**src/rtl/if_pkg.sv**
```systemverilog
// Shared types and helpers for the instruction-fetch stage.
package if_pkg;

  localparam int unsigned IF_AW = 32;
  localparam int unsigned IF_IW = 32;

  localparam logic [6:0]       B_OPC = 7'b1100000;
  localparam logic [IF_IW-1:0] NOP   = 32'hC800_0000;

  typedef struct packed {
    logic [IF_AW-1:0] pc;
    logic [IF_IW-1:0] instr;
  } fq_entry_t;

  // Relative word-offset target, wrapping modulo 2^IF_AW.
  function automatic logic [IF_AW-1:0] br_target(input logic [IF_AW-1:0] base,
                                                 input logic [15:0]      off16);
    return base + {{(IF_AW-18){off16[15]}}, off16, 2'b00};
  endfunction

endpackage

```
**src/rtl/if_fetch_queue.sv**
```systemverilog
// Small FIFO of fetched {pc, instr} entries; pointers carry an extra wrap bit.
module if_fetch_queue
  import if_pkg::*;
#(
  parameter int unsigned DEPTH = 2
) (
  input  logic                     clk,
  input  logic                     rst_n,
  input  logic                     i_push,
  input  fq_entry_t                i_push_data,
  input  logic                     i_pop,
  input  logic                     i_flush,
  output fq_entry_t                o_head,
  output logic                     o_full,
  output logic                     o_empty,
  output logic [$clog2(DEPTH):0]   o_count
);

  localparam int unsigned PW = $clog2(DEPTH);

  fq_entry_t  r_mem [DEPTH];
  logic [PW:0] r_wptr;
  logic [PW:0] r_rptr;

  // Flush discards everything still queued, including a same-cycle push.
  always_ff @(posedge clk or negedge rst_n) begin
    if (!rst_n) begin
      r_wptr <= '0;
      r_rptr <= '0;
    end else if (i_flush) begin
      r_rptr <= r_wptr;
    end else begin
      if (i_push) r_wptr <= r_wptr + (PW+1)'(1);
      if (i_pop)  r_rptr <= r_rptr + (PW+1)'(1);
    end
  end

  always_ff @(posedge clk) begin
    if (i_push && !i_flush) r_mem[r_wptr[PW-1:0]] <= i_push_data;
  end

  assign o_head  = r_mem[r_rptr[PW-1:0]];
  assign o_empty = (r_wptr == r_rptr);
  assign o_full  = (r_wptr[PW] != r_rptr[PW]) && (r_wptr[PW-1:0] == r_rptr[PW-1:0]);
  assign o_count = r_wptr - r_rptr;

endmodule

```
**src/rtl/if_fetch_unit.sv**
```systemverilog
// Instruction-fetch stage: PC, 1-cycle IM fetch, fetch queue, local B and redirects.
// Build option: define IF_PERF_CNT_EN to include the perf_fetch/perf_flush counters.
module if_fetch_unit
  import if_pkg::*;
#(
  parameter int unsigned    IW       = IF_IW,
  parameter int unsigned    AW       = IF_AW,
  parameter int unsigned    FQ_DEPTH = 2,
  parameter logic [AW-1:0]  RESET_PC = '0,
  parameter logic [IW-1:0]  NOP      = if_pkg::NOP,
  parameter logic [6:0]     B_OPC    = if_pkg::B_OPC
) (
  input  logic          clk,
  input  logic          rst_n,
  output logic          im_req,
  output logic [AW-1:0] im_addr,
  input  logic [IW-1:0] im_rdata,
  output logic          id_valid,
  input  logic          id_ready,
  output logic [IW-1:0] id_instr,
  output logic [AW-1:0] id_pc,
  input  logic          br_taken,
  input  logic [AW-1:0] br_pc,
  input  logic [15:0]   br_offset,
  output logic [31:0]   perf_fetch,
  output logic [31:0]   perf_flush
);

  localparam int unsigned PW = $clog2(FQ_DEPTH);
  localparam int unsigned CW = PW + 2;

  logic [AW-1:0] r_pc;
  logic          r_inflight;
  logic [AW-1:0] r_inflight_pc;

  logic [AW-1:0] w_pc_nxt;
  logic          w_pop;
  logic          w_resp;
  logic          w_local_b;
  logic          w_push;
  logic          w_issue;
  logic          w_full;
  logic          w_empty;
  logic [PW:0]   w_count;
  logic [CW-1:0] w_reserved;
  fq_entry_t     w_push_data;
  fq_entry_t     w_head;

  // A response is squashed by a redirect in the cycle it returns.
  assign w_pop      = ~w_empty & id_ready;
  assign w_resp     = r_inflight & ~br_taken;
  assign w_local_b  = w_resp & (im_rdata[31:25] == B_OPC);
  assign w_push     = w_resp & (~w_full | w_pop);

  // Slots already spoken for, counting the entry leaving this cycle as free.
  assign w_reserved = CW'(w_count) + CW'(r_inflight) - CW'(w_pop);
  assign w_issue    = rst_n & ~br_taken & ~w_local_b & (w_reserved < CW'(FQ_DEPTH));

  always_comb begin
    w_push_data       = '0;
    w_push_data.pc    = r_inflight_pc;
    w_push_data.instr = w_local_b ? NOP : im_rdata;
  end

  // External redirect has priority over a locally resolved B.
  always_comb begin
    w_pc_nxt = r_pc;
    if (br_taken)       w_pc_nxt = br_target(br_pc, br_offset);
    else if (w_local_b) w_pc_nxt = br_target(r_inflight_pc, im_rdata[15:0]);
    else if (w_issue)   w_pc_nxt = r_pc + AW'(4);
  end

  always_ff @(posedge clk or negedge rst_n) begin
    if (!rst_n) begin
      r_pc          <= RESET_PC;
      r_inflight    <= 1'b0;
      r_inflight_pc <= '0;
    end else begin
      r_pc       <= w_pc_nxt;
      r_inflight <= w_issue;
      if (w_issue) r_inflight_pc <= im_addr;
    end
  end

  if_fetch_queue #(
    .DEPTH (FQ_DEPTH)
  ) u_fq (
    .clk         (clk),
    .rst_n       (rst_n),
    .i_push      (w_push),
    .i_push_data (w_push_data),
    .i_pop       (w_pop),
    .i_flush     (br_taken),
    .o_head      (w_head),
    .o_full      (w_full),
    .o_empty     (w_empty),
    .o_count     (w_count)
  );

  assign im_req   = w_issue;
  assign im_addr  = {r_pc[AW-1:2], 2'b00};
  assign id_valid = ~w_empty;
  assign id_instr = w_empty ? NOP : w_head.instr;
  assign id_pc    = w_empty ? '0  : w_head.pc;

`ifdef IF_PERF_CNT_EN
  logic [31:0] r_perf_fetch;
  logic [31:0] r_perf_flush;

  always_ff @(posedge clk or negedge rst_n) begin
    if (!rst_n) begin
      r_perf_fetch <= '0;
      r_perf_flush <= '0;
    end else begin
      if (w_push)               r_perf_fetch <= r_perf_fetch + 32'd1;
      if (br_taken | w_local_b) r_perf_flush <= r_perf_flush + 32'd1;
    end
  end

  assign perf_fetch = r_perf_fetch;
  assign perf_flush = r_perf_flush;
`else
  assign perf_fetch = '0;
  assign perf_flush = '0;
`endif

endmodule

```
**config.mk**
```make
export PLATFORM = sky130hd
export DESIGN_NAME = if_fetch_unit
export DESIGN_NICKNAME = d
export VERILOG_FILES = /design/src/rtl/if_pkg.sv /design/src/rtl/if_fetch_queue.sv /design/src/rtl/if_fetch_unit.sv
export SDC_FILE = /design/constraint.sdc
export NUM_CORES = 1
export LEC_CHECK = 0
export ABC_AREA = 0
export CORE_MARGIN = 10
export CORE_UTILIZATION = 53
export DETAILED_ROUTE_END_ITERATION = 8
export PLACE_DENSITY = 0.89
export SETUP_SLACK_MARGIN = 0.15
export SLEW_MARGIN = 20
export SYNTH_ARGS = -nofsm -noshare
export SYNTH_HDL_FRONTEND = slang
export SYNTH_HIERARCHICAL = 1
export SYNTH_SLANG_ARGS = --single-unit
```
**constraint.sdc**
```tcl
create_clock -name clk -period 5.6 [get_ports clk]
set_clock_uncertainty 0.05 [all_clocks]
set_input_delay 0.84 -clock clk [delete_from_list [all_inputs] [get_ports clk]]
set_output_delay 0.84 -clock clk [all_outputs]
set_load 0.01 [all_outputs]
```
### Word level (Yosys, flattened, before mapping)

Memory sizes are Yosys's and may differ from the RTL's.
Index checks and enable logic that the tools add are counted.
Widths: inputs -> output; s select.

| cells by class | value |
|---|---|
| add/subtract/negate cells | 8 |
| bitwise gates (word level) | 12 |
| order comparisons | 1 |
| equality and inequality tests | 4 |
| multipliers | 0 |
| reductions and logical operators | 6 |
| mux-type cells | 10 |
| div/mod/pow operators | 0 |
| shift-type cells | 0 |

Operator list:

| operator | number |
|---|---|
| $mux 32 | 6 |
| $add 32x32->32 | 2 |
| $add 32x3->32 const B | 1 |
| $and 1x1->1 | 7 |
| $eq 7x7->1 const B | 1 |
| $add 2x1->2 const B | 2 |
| $mux 2 | 2 |
| $not 1->1 | 4 |
| $add 2x1->3 | 1 |
| $lt 3x2->1 const B | 1 |
| $reduce_bool 3->1 | 1 |
| $sub 3x1->3 | 1 |
| $eq 2x2->1 | 1 |
| $logic_and 1x1->1 | 2 |
| $mux 1 | 2 |
| $reduce_and 2->1 | 1 |
| $reduce_bool 2->1 | 1 |
| $sub 2x2->2 | 1 |
| $eq 1x1->1 | 1 |
| $logic_not 1->1 | 1 |
| $ne 1x1->1 | 1 |
| $or 1x1->1 | 1 |

| word-level totals | value |
|---|---|
| flip-flop bits (word level) | 67 |
| word-level logic and storage cells | 47 |
| memories | 1 |
| bits in latches | 0 |
| memory bits (read-only) | 0 |
| memory bits (writable) | 124 |
| bits of input ports | 84 |

Memories:

| name | words | bits a word | rd ports | clocked after Yosys merged registers in | write ports | line | RTL |
|---|---|---|---|---|---|---|---|
| u_fq.r_mem | 2 | 62 | 1 | 0 | 1 | if_fetch_queue.sv:21 | `fq_entry_t r_mem [DEPTH];` |

### Depth between registers and ports, before layout

Gate-level depths: netlist (run 1).

| depth | value |
|---|---|
| word-level depth | 9 |
| mapped depth | 15 |
| mapped depth without buffers | 15 |

### By module

The synthesis (run 1) kept the hierarchy.

Modules (own cells, without submodules):

| module | instances | seq. area each (um2) | area each (um2) | cells an instance |
|---|---|---|---|---|
| if_fetch_unit | 1 | 1526.5 | 7219.4 | 885 |
| if_fetch_queue | 1 | 3943.8 | 4858.4 | 222 |

### Worst setup path after synthesis (run 1)

No wires, ideal clock.

| path | value |
|---|---|
| kind | in2reg |
| from | input br_taken |
| to | memory u_fq/r_mem[0][0] (netlist bit) (enable) |
| path buffers | 2 |
| stages on the path | 6 |
| data arrival time | 4315 ps |
| setup time | 486 ps |
| required time | 5064 ps |
| slack | 749 ps |
| cell sequence | buf_2 inv_2 clkbuf_1 o211a_1 nand2b_1 nor2_1 |

| between the ends | value |
|---|---|
| word-level cells in the longest chain between the ends | 6 |

RTL lines:

| element | line | RTL |
|---|---|---|
| from (decl) | if_fetch_unit.sv:22 | `input logic br_taken,` |
| $not 1->1 | if_fetch_unit.sv:51 | `assign w_resp = r_inflight & ~br_taken;` |
| $and 1x1->1 | if_fetch_unit.sv:51 |  |
| $and 1x1->1 | if_fetch_unit.sv:53 | `assign w_push = w_resp & (~w_full \| w_pop);` |
| net w_push | if_fetch_unit.sv:40 | `logic w_push;` |
| $logic_and 1x1->1 | if_fetch_queue.sv:39 | `if (i_push && !i_flush) r_mem[r_wptr[PW-1:0]] <= i_push_data;` |
| $mux 1 | if_fetch_queue.sv:39 |  |
| $mux 1 (not written as such) | if_fetch_queue.sv:39 |  |
| to (decl) | if_fetch_queue.sv:21 |  |

The timed path passes the listed nets, and every way through them passes these cells.

### Worst setup path after layout (run 1)

| path | value |
|---|---|
| from | register u_fq.r_wptr[0] |
| to | output im_req |

| between the ends | value |
|---|---|
| word-level cells in the longest chain between the ends | 6 |

RTL lines:

| element | line | RTL |
|---|---|---|
| from (decl) | if_fetch_queue.sv:22 | `logic [PW:0] r_wptr;` |
| from (signal assigned) | if_fetch_queue.sv:33 | `if (i_push) r_wptr <= r_wptr + (PW+1)'(1);` |
| $eq 2x2->1 | if_fetch_queue.sv:43 | `assign o_empty = (r_wptr == r_rptr);` |
| net w_empty | if_fetch_unit.sv:43 | `logic w_empty;` |
| $not 1->1 | if_fetch_unit.sv:50 | `assign w_pop = ~w_empty & id_ready;` |
| $and 1x1->1 | if_fetch_unit.sv:50 |  |
| net w_pop | if_fetch_unit.sv:37 | `logic w_pop;` |
| $sub 3x1->3 | if_fetch_unit.sv:56 | `assign w_reserved = CW'(w_count) + CW'(r_inflight) - CW'(w_pop);` |
| $lt 3x2->1 | if_fetch_unit.sv:57 | `assign w_issue = rst_n & ~br_taken & ~w_local_b & (w_reserved < CW'(FQ_DEPTH));` |
| $and 1x1->1 | if_fetch_unit.sv:57 |  |
| to (decl) | if_fetch_unit.sv:15 | `output logic im_req,` |

The timed path passes the listed nets, and every way through them passes these cells.

==> flow_metrics.tcl, run 1 <==
set metrics [dict create \
    drv_cap 0 \
    die_h_um 171 \
    dr_total_vias 8756 \
    cts_root_buffer "clkbuf_16" \
    slew_violations 0 \
    clock_path_buffers 2 \
    cts_tree "yes" \
    rsz0062_at_grt "no" \
    yosys.cell_count.top_type "edfxtp_1" \
    antenna_found_initial 0 \
    path_class "register to primary output" \
    grt_pass1_wl_mm 46.5 \
    whs_path_depth 0 \
    synth-edff-count 128 \
    diodes 0 \
    die_x_um 171 \
    yosys-top-cells-area "edfxtp_1 (32%), dfrtp_1 (13%), mux2_2 (8.9%)" \
    power_density_nw_per_um2 502 \
    syn_area_um2 12100 \
    start_util 0.537 \
    layout.cells.non_filler 1569 \
    crit_chain "inv_1, ha_1, and2_2, nor2b_1, ha_1, nor2b_1, fa_1, nand3b_1, buf_4, and3_1, buf_4, nor2_4, nand2_2, inv_1, clkdlybuf4s50_1" \
    grt_max_degree 68 \
    critPathSlowestCell "clkdlybuf4s50_1" \
    clkTransAtPathRegs_ns 0.07 \
    holdPathEnd "u_fq/r_mem[0][54]" \
    synthDominantCellAreaShare 0.318 \
    drt_iter0_markers 555 \
    place_hpwl_mm 22.1 \
    wl_mm 29.5 \
    p_leak_nw 5.61 \
    status "completed" \
    core_um2 22500 \
    via_per_inst 5.58 \
    clkSinkCount 193 \
    overflow 0 \
    fp.dieArea_um2 29200 \
    numPlacedInstances 1537 \
    r2r-start "u_fq/r_wptr[0]" \
    worstPathArrival_ns 4.30 \
    post_drt_wl_per_cell_um 18.8 \
    synth-main-ff-cell "edfxtp_1" \
    avgSynthCellArea_um2 10.9 \
    ys_top_cells_by_count "edfxtp_1 (128), mux2_2 (95), nor2b_1 (70), a21oi_1 (68), buf_4 (67)" \
    maxSlewHeadroom 0.378 \
    period_minus_slack_ns 5.19 \
    setup_violations 0 \
    postCtsResizedCells 0 \
    async_flop_share 0.337 \
    worstMarginPinSlew_ns 0.932 \
    peakVddDrop_v 0.000266 \
    drive_gt1_frac 0.125 \
    finalCritPeriodShare 0.927 \
    hp-start "r_inflight_pc[22]" \
    hold_path_class "register to register" \
    post_cts_buffers 0 \
    portBuffers 177 \
    ff2ff_path_depth 15 \
    grt_pass1_vias 8903 \
    synthDistinctLibCells 74 \
    htreeDepth 4 \
    drc 0 \
    ys_seq_area_frac 0.453 \
    hold_buffers 0 \
    nFillCells 1739 \
    synth_top_area_cell "edfxtp_1" \
    final_nets 1419 \
    pin_count 246 \
    ys_ff_latch 193 \
    rrSetupSlack_ns 1.60 \
    final-hold-violation-count 0 \
    setup.worst_path.end_class "primary output" \
    crit_fanout 18 \
    areaGrowthSynthToFinish_pct 19.2 \
    startpoint_type "register" \
    gp_congestion 0.917 \
    fin_tns_setup_ns 0 \
    cp.required_ns 4.71 \
    fmax_ghz 0.193 \
    ant_nets 0 \
    insertion_delay_ns 0.43 \
    rows 55 \
    numCtsBuffers 17 \
    critPathMaxStageDelay_ns 0.57 \
    firstDrtPassIters 5 \
    yosys_warnings 6 \
    synth_cells 1107 \
    grt_usage 0.199 \
    r2r-end "r_inflight_pc[11]" \
]
-- kinds of logic (layout without fill, tap and decap cells) --
group	after synthesis	in the layout	share of synthesized area
AND/OR/NAND/NOR	302	302	0.132
AO/OA/AOI/OAI	224	224	0.124
flip-flops	193	193	0.453
buffers and inverters	139	247	0.0691
multiplexers	99	99	0.0919
XOR/XNOR	85	85	0.0616
adder cells (fa/ha/maj)	64	64	0.0682
other	1	70	0.000310
-- power breakdown --
| group | internal (mW) | total, mW | switching (mW) |
|---|---|---|---|
| Combinational | 1.91 | 3.87 | 1.96 |
| Sequential | 1.87 | 2.20 | 0.321 |
| Clock | 0.623 | 1.16 | 0.533 |
| Total | 4.41 | 7.22 | 2.82 |
-- final cells by class --
cell class              count  area (µm²)  share of cell area
multi-input cells         844        6050               0.420
flip-flops and latches    193        5470               0.380
repair buffers            190        1860               0.129
clock buffers              19         433              0.0301
well taps                 285         357              0.0248
clock inverters            13         129             0.00895
inverters                  25        93.8             0.00652
-- per-layer routing --
metal,track usage,share of wire
met5,0,0
met4,0.0548,0.018
met3,0.0461,0.070
met2,0.335,0.49
met1,0.250,0.42
-- sequential cells by signal, indices dropped and copies added (netlist names) --
register	cells
u_fq/r_mem	128
r_pc	30
u_fq/r_rptr	2
r_inflight	1
r_inflight_pc	30
u_fq/r_wptr	2
-- stage by stage --
stage	area (µm²)	power (mW)	hold slack (ns)	utilization	setup slack, ns
after CTS	14400	7.26	0.457	0.640	0.392
after floorplan	12300	4.56	0.412	-	0.749
after global placement	13800	5.97	0.423	0.615	0.525
after global routing	14400	7.68	0.471	0.640	0.248
after detailed placement	13800	6.07	0.439	0.615	0.519
final	14400	7.22	0.453	0.640	0.410
-- worst max path at each step --
stage	startpoint	cells after the start	to	slack, ns
2_1_floorplan	br_taken	6	u_fq/r_mem[0][0]	0.75
3_3_place_gp	id_ready	13	im_req	0.52
3_5_place_dp	id_ready	13	im_req	0.52
4_1_cts	u_fq/r_wptr[0]	15	im_req	0.39
5_1_grt	u_fq/r_wptr[0]	15	im_req	0.25
6_report	u_fq/r_wptr[0]	15	im_req	0.41
-- worst max-delay path: cells and delay by family, from the launching register on --
family / cells / cell delay (ns)
simple gates: 7 / 1.27
flops: 1 / 0.45
fa+ha+maj: 3 / 1.03
buf+inv: 5 / 1.12
-- placed cells by master, fill, tap and decap left out, types with 8 or more instances in the layout --
cell / synthesis / layout
a22oi_1: 8 / 8
a211oi_1: 10 / 10
conb_1: 1 / 70
inv_1: 24 / 24
nor3_1: 8 / 8
nor2_1: 52 / 51
edfxtp_1: 128 / 128
buf_4: 67 / 13
xor2_1: 35 / 35
xnor2_1: 50 / 50
clkbuf_16: 0 / 17
o21bai_1: 13 / 13
dfrtp_1: 65 / 64
a21o_1: 19 / 19
nand3_1: 28 / 28
o21ai_0: 36 / 36
and2_1: 29 / 28
nand2_1: 62 / 62
nor2b_1: 70 / 70
nand4_1: 15 / 15
and3_1: 10 / 10
mux2_2: 95 / 95
a21oi_1: 68 / 68
ha_1: 61 / 61
clkdlybuf4s50_1: 0 / 176
Note: power is estimated with default switching activity, not from simulation.
==> inputs of run 2 (changes only) <==
--- a/config.mk
+++ b/config.mk
@@ -9,8 +9,8 @@
 export CORE_MARGIN = 10
 export CORE_UTILIZATION = 53
 export DETAILED_ROUTE_END_ITERATION = 8
+export GPL_ROUTABILITY_DRIVEN = 0
 export PLACE_DENSITY = 0.89
-export SETUP_SLACK_MARGIN = 0.15
 export SLEW_MARGIN = 20
 export SYNTH_ARGS = -nofsm -noshare
 export SYNTH_HDL_FRONTEND = slang
==> run 2 against run 1 <==
Cell count barely moved; clock power up 7%; critical path depth is 1 lower; utilization up 0.16 points; final area up 0.24%; combinational power up 1%; register-to-register slack worse by 0.19 ns; die area stayed put; worst setup slack worse by 0.098 ns; sequential power barely moved; sequential cell count unchanged; via count up 1.4%; largest cell class unchanged.
==> flow_metrics.tcl, run 2 (synthesized netlist as in run 1, its figures left out) <==
set metrics [dict create \
    status "completed" \
    portBuffers 177 \
    worstMarginPinSlew_ns 0.902 \
    cp_top_family "simple AND/OR/NAND/NOR gates" \
    place_hpwl_mm 22.5 \
    swShare 0.393 \
    finalInstanceArea_um2 14400 \
    firstDrtPassIters 4 \
    nFillCells 1727 \
    post_drt_wl_per_cell_um 19.3 \
    setup_violations 0 \
    grt_max_degree 68 \
    critPathSlowestCell "clkdlybuf4s50_1" \
    numPlacedInstances 1536 \
    drt_iter0_markers 618 \
    path_buf_inv 4 \
    post_cts_buffers 0 \
    cts_root_buffer "clkbuf_16" \
    p_int_mw 4.46 \
    setup.worst_path.end_class "primary output" \
    hold_path_class "register to register" \
    postCtsResizedCells 0 \
    cts_tree "yes" \
    start_util 0.537 \
    drv_cap 0 \
    die_x_um 171 \
    power_frac_seq 0.300 \
    finalWorstSetupSlack_ns 0.312 \
    final_nets 1418 \
    antenna_found_initial 0 \
    comb_power_share 0.532 \
    fin_tns_setup_ns 0 \
    multiInputGateArea_um2 6050 \
    rows 55 \
    most-common-layout-cells "clkdlybuf4s50_1 (176), edfxtp_1 (128), mux2_2 (95)" \
    core_um2 22500 \
    layout.cells.non_filler 1568 \
    clock_path_buffers 2 \
    clkTransAtPathRegs_ns 0.07 \
    fmax_ghz 0.189 \
    p_sw_mw 2.89 \
    drc 0 \
    htreeDepth 4 \
    regArea_um2 5470 \
    crit_chain "inv_1, ha_1, and2_2, nor2b_2, ha_1, nor2b_1, fa_1, nand3b_1, buf_4, and3_1, nor2_4, nand2_2, inv_1, clkdlybuf4s50_1" \
    path_class "register to primary output" \
    cp.required_ns 4.71 \
    diodes 0 \
    crit_fanout 18 \
    place_area_um2 13800 \
    period_minus_slack_ns 5.29 \
    overflow 0 \
    areaGrowthSynthToFinish_pct 19.5 \
    grt_pass1_wl_mm 47.0 \
    via_per_inst 5.66 \
    insertion_delay_ns 0.43 \
    ant_nets 0 \
    largest_reg_flops 128 \
    numCtsBuffers 17 \
    hold_buffers 0 \
    pre_cts_slack_ns 0.347 \
    clkSinkCount 193 \
    slew_violations 0 \
    power_density_nw_per_um2 509 \
    grt_usage 0.201 \
    wl_mm 30.3 \
    p_clk_frac 0.168 \
    fp.dieArea_um2 29200 \
    peakVddDrop_v 0.000227 \
    critPathMaxStageDelay_ns 0.58 \
    maxSlewHeadroom 0.399 \
    finalCritPeriodShare 0.944 \
    final-hold-violation-count 0 \
    startpoint_type "register" \
    pin_count 246 \
    worstPathArrival_ns 4.40 \
    drive_gt1_frac 0.127 \
    rsz0062_at_grt "no" \
    p_leak_nw 5.62 \
    die_h_um 171 \
    dr_total_vias 8881 \
    grt_pass1_vias 8986 \
    final_common_cell "clkdlybuf4s50_1" \
]
[run 2: final timing paths]
path                       depth (start not counted)  slack, ns              start           endpoint
setup / recovery                                  14       0.31     u_fq/r_wptr[0]             im_req
hold / removal                                     0       0.45  r_inflight_pc[15]  u_fq/r_mem[1][47]
setup reg to reg                                  15       1.41     u_fq/r_wptr[0]  r_inflight_pc[11]
hold reg to reg                                    0       0.45  r_inflight_pc[15]  u_fq/r_mem[1][47]
max in group asynchronous                          3       4.17              rst_n     u_fq/r_rptr[0]
min in group asynchronous                          2       0.49              rst_n           r_pc[21]
[run 2: per-stage QoR]
stage	hold slack, ns	util	power [mW]
CTS	0.454	0.641	7.34
detailed placement	0.436	0.614	6.08
finish	0.450	0.641	7.34
global route	0.475	0.641	7.77
global placement	0.425	0.614	5.94
floorplan	0.412	-	4.56
[run 2: cell type report]
cell class | instances | share of cell area
clock buffers | 17 | 0.0295
clock inverters | 15 | 0.0121
inverters | 25 | 0.00650
multi-input cells | 844 | 0.419
flip-flops and latches | 193 | 0.379
well taps | 285 | 0.0247
repair buffers | 189 | 0.129
[run 2: power groups by stage]
| stage | clock [mW] | combinational [mW] | sequential, mW |
|---|---|---|---|
| finish | 1.24 | 3.91 | 2.20 |
| detailed placement | 0 | 3.86 | 2.22 |
| floorplan | 0 | 2.42 | 2.14 |
| global placement | 0 | 3.75 | 2.18 |
| CTS | 1.25 | 3.91 | 2.19 |
| global route | 1.31 | 4.22 | 2.24 |
[run 2: layer usage]
metal / part of all wire / vias up / track usage
met4: 0.023 / 0 / 0.0681
met5: 0 / - / 0
met1: 0.41 / 4270 / 0.246
li1: - / 4209 / -
met2: 0.49 / 359 / 0.340
met3: 0.074 / 43 / 0.0475
==> inputs of run 3 (changes only) <==
--- a/config.mk
+++ b/config.mk
@@ -5,7 +5,6 @@
 export SDC_FILE = /design/constraint.sdc
 export NUM_CORES = 1
 export LEC_CHECK = 0
-export ABC_AREA = 0
 export CORE_MARGIN = 10
 export CORE_UTILIZATION = 53
 export DETAILED_ROUTE_END_ITERATION = 8
==> results of run 3 <==
Same layout as run 2: the final DEF is identical, and so are final timing and power.
